**src/rtl/ctrl_pipe_unit_pkg.sv**
```systemverilog
// Shared types and constants for the control pipeline unit: FSM states,
// operand/writeback select encodings, RV32 opcode constants and the bundle.
package ctrl_pipe_unit_pkg;

    typedef enum logic [1:0] {
        ST_RUN       = 2'd0,
        ST_LU_BUBBLE = 2'd1,
        ST_MD_WAIT   = 2'd2
    } state_t;

    localparam logic [1:0] RS1_PC   = 2'b00;
    localparam logic [1:0] RS1_REG  = 2'b01;

    localparam logic [1:0] RS2_ZERO = 2'b00;
    localparam logic [1:0] RS2_SIMM = 2'b01;
    localparam logic [1:0] RS2_IIMM = 2'b10;
    localparam logic [1:0] RS2_REG  = 2'b11;

    localparam logic [1:0] WB_PC4   = 2'b00;
    localparam logic [1:0] WB_ALU   = 2'b01;
    localparam logic [1:0] WB_MEM   = 2'b10;
    localparam logic [1:0] WB_UIMM  = 2'b11;

    localparam logic [6:0] OPC_LUI    = 7'b0110111;
    localparam logic [6:0] OPC_AUIPC  = 7'b0010111;
    localparam logic [6:0] OPC_JAL    = 7'b1101111;
    localparam logic [6:0] OPC_JALR   = 7'b1100111;
    localparam logic [6:0] OPC_BRANCH = 7'b1100011;
    localparam logic [6:0] OPC_LOAD   = 7'b0000011;
    localparam logic [6:0] OPC_STORE  = 7'b0100011;
    localparam logic [6:0] OPC_OP_IMM = 7'b0010011;
    localparam logic [6:0] OPC_OP     = 7'b0110011;

    localparam logic [6:0] FUNCT7_MULDIV = 7'b0000001;
    localparam logic [2:0] FUNCT3_ADD    = 3'b000;
    localparam logic [2:0] FUNCT3_SR     = 3'b101;

    typedef struct packed {
        logic [1:0] rs1_sel;
        logic [1:0] rs2_sel;
        logic       br_or_jmp;
        logic       use_jalr;
        logic       is_branch;
        logic [1:0] wb_sel;
        logic [2:0] alu_func3;
        logic       alu_func1;
        logic       reg_write;
        logic       mem_read;
        logic       mem_write;
        logic [2:0] mem_func;
        logic [4:0] rd;
        logic       muldiv;
        logic       illegal;
    } ctrl_bundle_t;

endpackage

```
**src/rtl/ctrl_pipe_unit_decode.sv**
```systemverilog
// Purely combinational RV32I(+M) control decoder: instruction word in,
// control bundle and source register addresses out.
module ctrl_decode
    import ctrl_pipe_unit_pkg::*;
#(
    parameter bit ENABLE_M = 1'b1
) (
    input  logic [31:0]  i_instruction,
    output ctrl_bundle_t o_bundle,
    output logic [4:0]   o_rs1_addr,
    output logic [4:0]   o_rs2_addr
);

    logic [6:0] w_opcode;
    logic [2:0] w_funct3;
    logic [6:0] w_funct7;
    logic       w_is_m;

    assign w_opcode   = i_instruction[6:0];
    assign w_funct3   = i_instruction[14:12];
    assign w_funct7   = i_instruction[31:25];
    assign w_is_m     = (w_funct7 == FUNCT7_MULDIV);
    assign o_rs1_addr = i_instruction[19:15];
    assign o_rs2_addr = i_instruction[24:20];

    always_comb begin
        o_bundle = '0;
        case (w_opcode)
            OPC_LUI: begin
                o_bundle.wb_sel    = WB_UIMM;
                o_bundle.reg_write = 1'b1;
            end
            // pc + U-imm: no rs2 encoding exists for U-imm, so the ALU's
            // second operand path is left at its zero select.
            OPC_AUIPC: begin
                o_bundle.rs1_sel   = RS1_PC;
                o_bundle.alu_func3 = FUNCT3_ADD;
                o_bundle.wb_sel    = WB_ALU;
                o_bundle.reg_write = 1'b1;
            end
            OPC_JAL: begin
                o_bundle.br_or_jmp = 1'b1;
                o_bundle.wb_sel    = WB_PC4;
                o_bundle.reg_write = 1'b1;
            end
            OPC_JALR: begin
                o_bundle.rs1_sel   = RS1_REG;
                o_bundle.rs2_sel   = RS2_IIMM;
                o_bundle.alu_func3 = FUNCT3_ADD;
                o_bundle.use_jalr  = 1'b1;
                o_bundle.wb_sel    = WB_PC4;
                o_bundle.reg_write = 1'b1;
            end
            OPC_BRANCH: begin
                o_bundle.rs1_sel   = RS1_REG;
                o_bundle.rs2_sel   = RS2_REG;
                o_bundle.is_branch = 1'b1;
                o_bundle.alu_func3 = w_funct3;
            end
            OPC_STORE: begin
                o_bundle.rs1_sel   = RS1_REG;
                o_bundle.rs2_sel   = RS2_SIMM;
                o_bundle.alu_func3 = FUNCT3_ADD;
                o_bundle.mem_write = 1'b1;
                o_bundle.mem_func  = w_funct3;
            end
            OPC_LOAD: begin
                o_bundle.rs1_sel   = RS1_REG;
                o_bundle.rs2_sel   = RS2_IIMM;
                o_bundle.alu_func3 = FUNCT3_ADD;
                o_bundle.mem_read  = 1'b1;
                o_bundle.mem_func  = w_funct3;
                o_bundle.wb_sel    = WB_MEM;
                o_bundle.reg_write = 1'b1;
            end
            OPC_OP: begin
                if (w_is_m && !ENABLE_M) begin
                    o_bundle.illegal = 1'b1;
                end else begin
                    o_bundle.rs1_sel   = RS1_REG;
                    o_bundle.rs2_sel   = RS2_REG;
                    o_bundle.alu_func3 = w_funct3;
                    o_bundle.alu_func1 = i_instruction[30];
                    o_bundle.wb_sel    = WB_ALU;
                    o_bundle.reg_write = 1'b1;
                    o_bundle.muldiv    = w_is_m;
                end
            end
            OPC_OP_IMM: begin
                o_bundle.rs1_sel   = RS1_REG;
                o_bundle.rs2_sel   = RS2_IIMM;
                o_bundle.alu_func3 = w_funct3;
                o_bundle.alu_func1 = (w_funct3 == FUNCT3_SR) ? i_instruction[30] : 1'b0;
                o_bundle.wb_sel    = WB_ALU;
                o_bundle.reg_write = 1'b1;
            end
            default: o_bundle.illegal = 1'b1;
        endcase
        if (o_bundle.reg_write) begin
            o_bundle.rd = i_instruction[11:7];
        end
    end

endmodule

```
**src/rtl/ctrl_pipe_unit.sv**
```systemverilog
// Decode pipeline stage: one-deep output register with valid/ready handshake,
// load-use bubble insertion, mul/div occupancy stall and branch flush.
module ctrl_pipe_unit
    import ctrl_pipe_unit_pkg::*;
#(
    parameter bit ENABLE_M = 1'b1,
    parameter int MUL_LAT  = 2,
    parameter int DIV_LAT  = 8
) (
    input  logic        clk,
    input  logic        rst,
    input  logic        in_valid,
    output logic        in_ready,
    input  logic [31:0] instruction,
    input  logic        br_taken,
    output logic        out_valid,
    input  logic        out_ready,
    output logic [1:0]  rs1_sel,
    output logic [1:0]  rs2_sel,
    output logic        br_or_jmp,
    output logic        use_jalr,
    output logic        is_branch,
    output logic [1:0]  wb_sel,
    output logic [2:0]  alu_func3,
    output logic        alu_func1,
    output logic        reg_write,
    output logic        mem_read,
    output logic        mem_write,
    output logic [2:0]  mem_func,
    output logic [4:0]  rd,
    output logic        muldiv,
    output logic        illegal
);

    localparam logic [3:0] MUL_WAIT = 4'(MUL_LAT - 1);
    localparam logic [3:0] DIV_WAIT = 4'(DIV_LAT - 1);

    ctrl_bundle_t w_dec;
    logic [4:0]   w_rs1_addr;
    logic [4:0]   w_rs2_addr;
    ctrl_bundle_t r_bundle;
    logic         r_out_valid;
    state_t       r_state;
    logic [3:0]   r_md_cnt;
    logic         w_lu_hazard;
    logic         w_handoff;
    logic         w_capture;
    logic         w_in_ready;
    logic [3:0]   w_md_load;

    ctrl_decode #(
        .ENABLE_M (ENABLE_M)
    ) u_decode (
        .i_instruction (instruction),
        .o_bundle      (w_dec),
        .o_rs1_addr    (w_rs1_addr),
        .o_rs2_addr    (w_rs2_addr)
    );

    // A load still sitting in the output register cannot forward to the
    // next instruction; the consumer waits one extra cycle behind it.
    assign w_lu_hazard = r_out_valid && r_bundle.mem_read && (r_bundle.rd != 5'd0) &&
                         (((w_dec.rs1_sel == RS1_REG) && (w_rs1_addr == r_bundle.rd)) ||
                          ((w_dec.rs2_sel == RS2_REG) && (w_rs2_addr == r_bundle.rd)));

    assign w_in_ready = !rst && (!r_out_valid || out_ready) && (r_state == ST_RUN) &&
                        !w_lu_hazard && !br_taken;
    assign w_handoff  = r_out_valid && out_ready;
    assign w_capture  = in_valid && w_in_ready;
    assign w_md_load  = r_bundle.alu_func3[2] ? DIV_WAIT : MUL_WAIT;
    assign in_ready   = w_in_ready;

    always_ff @(posedge clk) begin
        if (rst) begin
            r_out_valid <= 1'b0;
            r_bundle    <= '0;
        end else if (br_taken) begin
            r_out_valid <= 1'b0;
        end else if (w_capture) begin
            r_out_valid <= 1'b1;
            r_bundle    <= w_dec;
        end else if (out_ready) begin
            r_out_valid <= 1'b0;
        end
    end

    // The counter holds the remaining stall cycles; leaving MD_WAIT on the
    // cycle it would reach zero gives exactly LAT-1 stalled cycles.
    always_ff @(posedge clk) begin
        if (rst) begin
            r_state  <= ST_RUN;
            r_md_cnt <= 4'd0;
        end else begin
            case (r_state)
                ST_RUN: begin
                    if (w_handoff && r_bundle.muldiv) begin
                        r_md_cnt <= w_md_load;
                        if (w_md_load != 4'd0) begin
                            r_state <= ST_MD_WAIT;
                        end
                    end else if (w_handoff && w_lu_hazard) begin
                        r_state <= ST_LU_BUBBLE;
                    end
                end
                ST_LU_BUBBLE: r_state <= ST_RUN;
                ST_MD_WAIT: begin
                    r_md_cnt <= r_md_cnt - 4'd1;
                    if (r_md_cnt == 4'd1) begin
                        r_state <= ST_RUN;
                    end
                end
                default: r_state <= ST_RUN;
            endcase
        end
    end

    assign out_valid = r_out_valid;
    assign rs1_sel   = r_bundle.rs1_sel;
    assign rs2_sel   = r_bundle.rs2_sel;
    assign br_or_jmp = r_bundle.br_or_jmp;
    assign use_jalr  = r_bundle.use_jalr;
    assign is_branch = r_bundle.is_branch;
    assign wb_sel    = r_bundle.wb_sel;
    assign alu_func3 = r_bundle.alu_func3;
    assign alu_func1 = r_bundle.alu_func1;
    assign reg_write = r_bundle.reg_write;
    assign mem_read  = r_bundle.mem_read;
    assign mem_write = r_bundle.mem_write;
    assign mem_func  = r_bundle.mem_func;
    assign rd        = r_bundle.rd;
    assign muldiv    = r_bundle.muldiv;
    assign illegal   = r_bundle.illegal;

endmodule
```
**config.mk**
```make
export PLATFORM = sky130hd
export DESIGN_NAME = ctrl_pipe_unit
export DESIGN_NICKNAME = d
export VERILOG_FILES = /design/src/rtl/ctrl_pipe_unit_pkg.sv /design/src/rtl/ctrl_pipe_unit_decode.sv /design/src/rtl/ctrl_pipe_unit.sv
export SDC_FILE = /design/constraint.sdc
export NUM_CORES = 1
export LEC_CHECK = 0
export CAP_MARGIN = 20
export CORE_UTILIZATION = 48
export CTS_CLUSTER_DIAMETER = 120
export DETAILED_ROUTE_END_ITERATION = 10
export PLACE_DENSITY = 0.88
export SYNTH_ARGS = -nofsm -noshare
export SYNTH_HDL_FRONTEND = slang
export SYNTH_SLANG_ARGS = --single-unit
export TNS_END_PERCENT = 30
```
**constraint.sdc**
```tcl
create_clock -name clk -period 3.8 [get_ports clk]
set_clock_uncertainty 0.15 [all_clocks]
set_input_delay 0.76 -clock clk [delete_from_list [all_inputs] [get_ports clk]]
set_output_delay 0.76 -clock clk [all_outputs]
set_load 0.005 [all_outputs]
```
Yosys cells after proc, flatten, opt, wreduce, memory -nomap -nowiden:

Cells that the tools add are included.
Widths: inputs -> output; s select.

* add/sub/neg operators: 1
* equality and inequality tests: 21
* mux-type cells: 26
* bitwise gates (word level): 1
* reduce and logical (&&, ||, !) cells: 36

Operator list (count)
* $eq 7x6->1 const B: 3
* $eq 7x7->1 const B: 3
* $eq 7x5->1 const B: 2
* $logic_and 1x1->1: 13
* $mux 1: 12
* $pmux 2 s3: 2
* $eq 5x5->1: 2
* $mux 3: 3
* $reduce_or 3->1: 3
* $reduce_or 9->1: 1
* $mux 2: 4
* $pmux 4 s2: 1
* $eq 7x1->1 const B: 1
* $eq 7x2->1 const B: 1
* $reduce_or 7->1: 1
* $reduce_or 2->1: 3
* $reduce_or 6->1: 1
* $mux 5: 1
* $reduce_bool 5->1: 1
* $eq 2x2->1 const B: 2
* $eq 4x1->1 const B: 1
* $logic_not 1->1: 4
* $mux 4: 1
* $pmux 2 s2: 1
* 15 further kinds: 18

* register bits after elaboration: 33
* input bits: 37
* output and inout bits: 28
* logic and storage cells: 103

Depth between registers and ports, before layout:

* word-level depth: 12
* depth in mapped cells: 9
* depth with buffers taken out: 7

Cells and area by module:

Synthesis repeated with hierarchy kept, for this count alone.

* cells, all modules: 309
* area, all modules: 2458.6 um^2

By module, submodules not included
* ctrl_pipe_unit: times used 1, cells an instance 246, area each 1984.4 um^2, sequential area each 660.6 um^2
* ctrl_decode: times used 1, cells an instance 63, area each 474.2 um^2, sequential area each 0.0 um^2

Worst setup path after synthesis:

Ideal clock, no wire load.

* path type: input port to output port
* start: in instruction[2]
* end: out in_ready
* arrival: 2108 ps
* required time: 2890 ps
* slack: 782 ps
* cell stages on the path: 5
* buffers on the path: 1
* cells stage by stage: clkbuf_1 > or4_4 > nor4_4 > o221ai_1 > and2_1

* word-level cells in the longest chain between the ends: 10
* elaborated cells between the ends (all ways): 20
* those cells by class: eq/ne: 8; mux: 2; reduce/logical: 10

Ends and longest elaborated chain
* start, declared: line ctrl_pipe_unit.sv:14 `input logic [31:0] instruction,`
* $eq 7x7->1 (tied with other cells): line ctrl_pipe_unit_decode.sv:28 `case (w_opcode)`
* $reduce_or 3->1 (no line) (tied with other cells)
* $pmux 2 s3 / $mux 1 (equally long branches)
* $eq 2x2->1 / $eq 2x1->1 (equally long branches): line ctrl_pipe_unit.sv:64, ctrl_pipe_unit.sv:63
* $logic_and 1x1->1 (on tied branches): line ctrl_pipe_unit.sv:64, ctrl_pipe_unit.sv:63
* $logic_or 1x1->1 (*): line ctrl_pipe_unit.sv:63 `(((w_dec.rs1_sel == RS1_REG) && (w_rs1_addr == r_bundle.rd)) ||`
* $logic_and 1x1->1 (*): line ctrl_pipe_unit.sv:62 `assign w_lu_hazard = r_out_valid && r_bundle.mem_read && (r_bundle.rd != 5'd0) &&`
* $logic_not 1->1 (*): line ctrl_pipe_unit.sv:67 `!w_lu_hazard && !br_taken;`
* $logic_and 1x1->1 (*): line ctrl_pipe_unit.sv:66 `assign w_in_ready = !rst && (!r_out_valid || out_ready) && (r_state == ST_RUN) &&`
* $logic_and 1x1->1 (*): line ctrl_pipe_unit.sv:67
* end, declared: line ctrl_pipe_unit.sv:13 `output logic in_ready,`

Every way passes the cells marked *; elsewhere a longest branch is shown, timed or not.

Worst setup path after layout:

Ends and elaborated chain as after synthesis.

==> impl_metrics.toml <==
[synth]
synth_fp_nets = 256
syn_inst = 217
synthesis.area_um2 = 1820
yosysTopAreaCellShare_pct = 35.3
synth_area_leaders = "dfxtp_1 35%, mux2i_1 12%, nand2b_1 10%, nand2_1 5.0%, a21oi_1 2.8%"
async_reset_ff_share_pct = 0
syn_avg_cell_area_um2 = 8.37
synth_edf_count = 0
yosys_most_used_dff = "dfxtp_1"
yosysTopAreaCell = "dfxtp_1"
synth-seq-area-share_pct = 35.3
synth.distinct_cells = 40
ys.warnings.count = 0
synth_seq_cells = 32

[place]
hpwl_um = 3330
pre_cts_slack_ns = -0.0406
port_buffers = 63
gp_congestion = 0.804
numPlacedInstances = 324

[sta]
setup_viol = 0
fin_ws_ns = 0.110
tightest_slew_ns = 0.557
drv_slew = 0
fmax_ghz = 0.271
rsz0062_at_grt = "false"
hold_violations = 0
maxSlewHeadroom_pct = 62.6
setup-tns-final_ns = 0
fin_crit_sh_pct = 97.1
fin_crit_ns = 3.69

[clock_network]
cts_made_buffers = 5
clk_pin_slew_ns = 0.07
clock_latency_ns = 0.29
htreeDepth = 2
clk_path_buf_depth = 2
cts_root_buf = "clkbuf_8"
tritoncts = "yes"
hold_buffers = 0
cts_setup_buffers = 0
clock_sinks = 32

[route]
detailedRoute.firstIterationViolations = 110
dr.pass1.iters = 4
wire_per_inst_um = 13.7
drcViolationCount = 0
vias = 1766
wl_um = 4550
antenna_left = 0
routed_via_density = 5.32

[flow_run]
drv_cap = 0

[floorplan]
io_pins = 65
die_w_um = 63.5
die-area_um2 = 4030
core_um2 = 3470
die_h_um = 63.5
initial_core_util_pct = 52.4
rows = 21

[setup_path]
end_kind = "output pin"
critPathLaunchType = "input pin"
crit_required_ns = 2.89
cp_max_fo = 8
cp.arrival_ns = 2.78
worstSetupPathType = "input pin to output pin"

[global_routing]
overflow = 0
grt_max_degree = 37
grt_pass1_vias = 1673
grt_usage_pct = 24.3
antenna_found_initial = 0
grt_pass1_wl_um = 7660

[status]
status = "complete, no violations"

[layout]
mostFrequentLayoutCells = "63 x clkdlybuf4s50_1, 32 x dfxtp_1, 29 x nand2b_1"
instances_no_fill = 332
final_common_cell = "clkdlybuf4s50_1"
n_antenna_cell = 0
syn_to_final_growth_pct = 45.0
nets = 324
drive_above_1_share_pct = 8.39
final_core_util_pct = 75.9

[pwr]
p_total_w = 0.000714
leakagePower_nw = 0.938
peakVddDrop_mv = 0.184
power_density_nw_per_um2 = 271

[worst_hold_path]
hold_class = "flop to flop"
-- through the flow --
step                      hold slack (ns)  cell area, µm²
after floorplan                     0.309            1820
after global placement              0.304            2530
after detailed placement            0.309            2530
after CTS                           0.327            2630
after global routing                0.339            2630
final                               0.325            2630
-- critical path, stage by stage --
cell	delay, ns
clkdlybuf4s50_1	0.43
buf_4	0.17
nor2_1	0.18
a21oi_1	0.16
nor4_4	0.34
o221ai_2	0.14
and2_1	0.17
clkdlybuf4s50_1	0.43
-- final cells by class --
type                       count  area (µm²)
clock buffer                   7        86.3
tap                           46        57.6
sequential                    32         641
timing repair buffer          73         718
inverter                       9        33.8
fill                         271         835
multi-input combinational    164        1090
clock inverter                 1        7.51
-- flip-flops by register name, summed over array words and instances (netlist names), 2 cells and up --
register   flops
wb_sel         2
r_md_cnt       4
rs2_sel        2
alu_func3      3
rd             5
mem_func       3
r_state        2
-- metal layers --
layer / share of wire (%) / track usage [%] / vias to the layer above
li1: - / - / 879
met1: 45 / 30.4 / 810
met2: 47 / 39.9 / 67
met3: 6.3 / 5.62 / 10
met4: 1.7 / 9.94 / 0
met5: 0 / 0 / -
-- where the power goes --
part	leakage (nW)	internal [W]	switching (W)	total (W)
combinational	0.636	0.0000594	0.0000393	0.0000987
clock	0.0445	0.000147	0.000130	0.000278
sequential	0.258	0.000337	0.00000127	0.000338
total	0.938	0.000543	0.000171	0.000714
-- final timing paths --
check,slack (ns),to,start,cells after the start
min reg2reg,0.32,wb_sel[1]$_SDFFE_PP0P_,wb_sel[1]$_SDFFE_PP0P_,2
max reg2reg,1.49,rs1_sel[0]$_SDFFE_PP0P_,rd[2]$_SDFFE_PP0P_,8
max,0.11,in_ready,instruction[2],8
min,0.32,wb_sel[1]$_SDFFE_PP0P_,wb_sel[1]$_SDFFE_PP0P_,2
-- kinds of logic (layout without fill, tap and decap cells) --
kind of cell	Yosys count	in the layout	share of synthesized area [%]
simple gates	99	99	30.2
flops	32	32	35.3
compound gates	31	31	11.2
mux	21	21	11.6
buf+inv	21	90	5.44
xor+xnor	10	10	4.82
fa+ha+maj	2	2	1.38
other cells	1	1	0.206
-- what timing repair did --
item,CTS,global route
endpoints found under the hold margin,0,0
setup endpoints to repair,1,1
pin swaps,1,0
gates resized for setup,1,2
-- Yosys cell counts (3+ instances only) --
master    instances
or4_1             4
xnor2_1           5
or3_1             4
dfxtp_1          32
a21oi_1          10
mux2i_1          21
xor2_1            5
clkbuf_1          8
nand3_1           6
inv_1             9
nand2b_1         29
o21ai_1           3
o21ai_0           7
nor3_1            9
nand2_1          24
nor2_1           12
No activity file was read; power rests on OpenSTA's default activity.
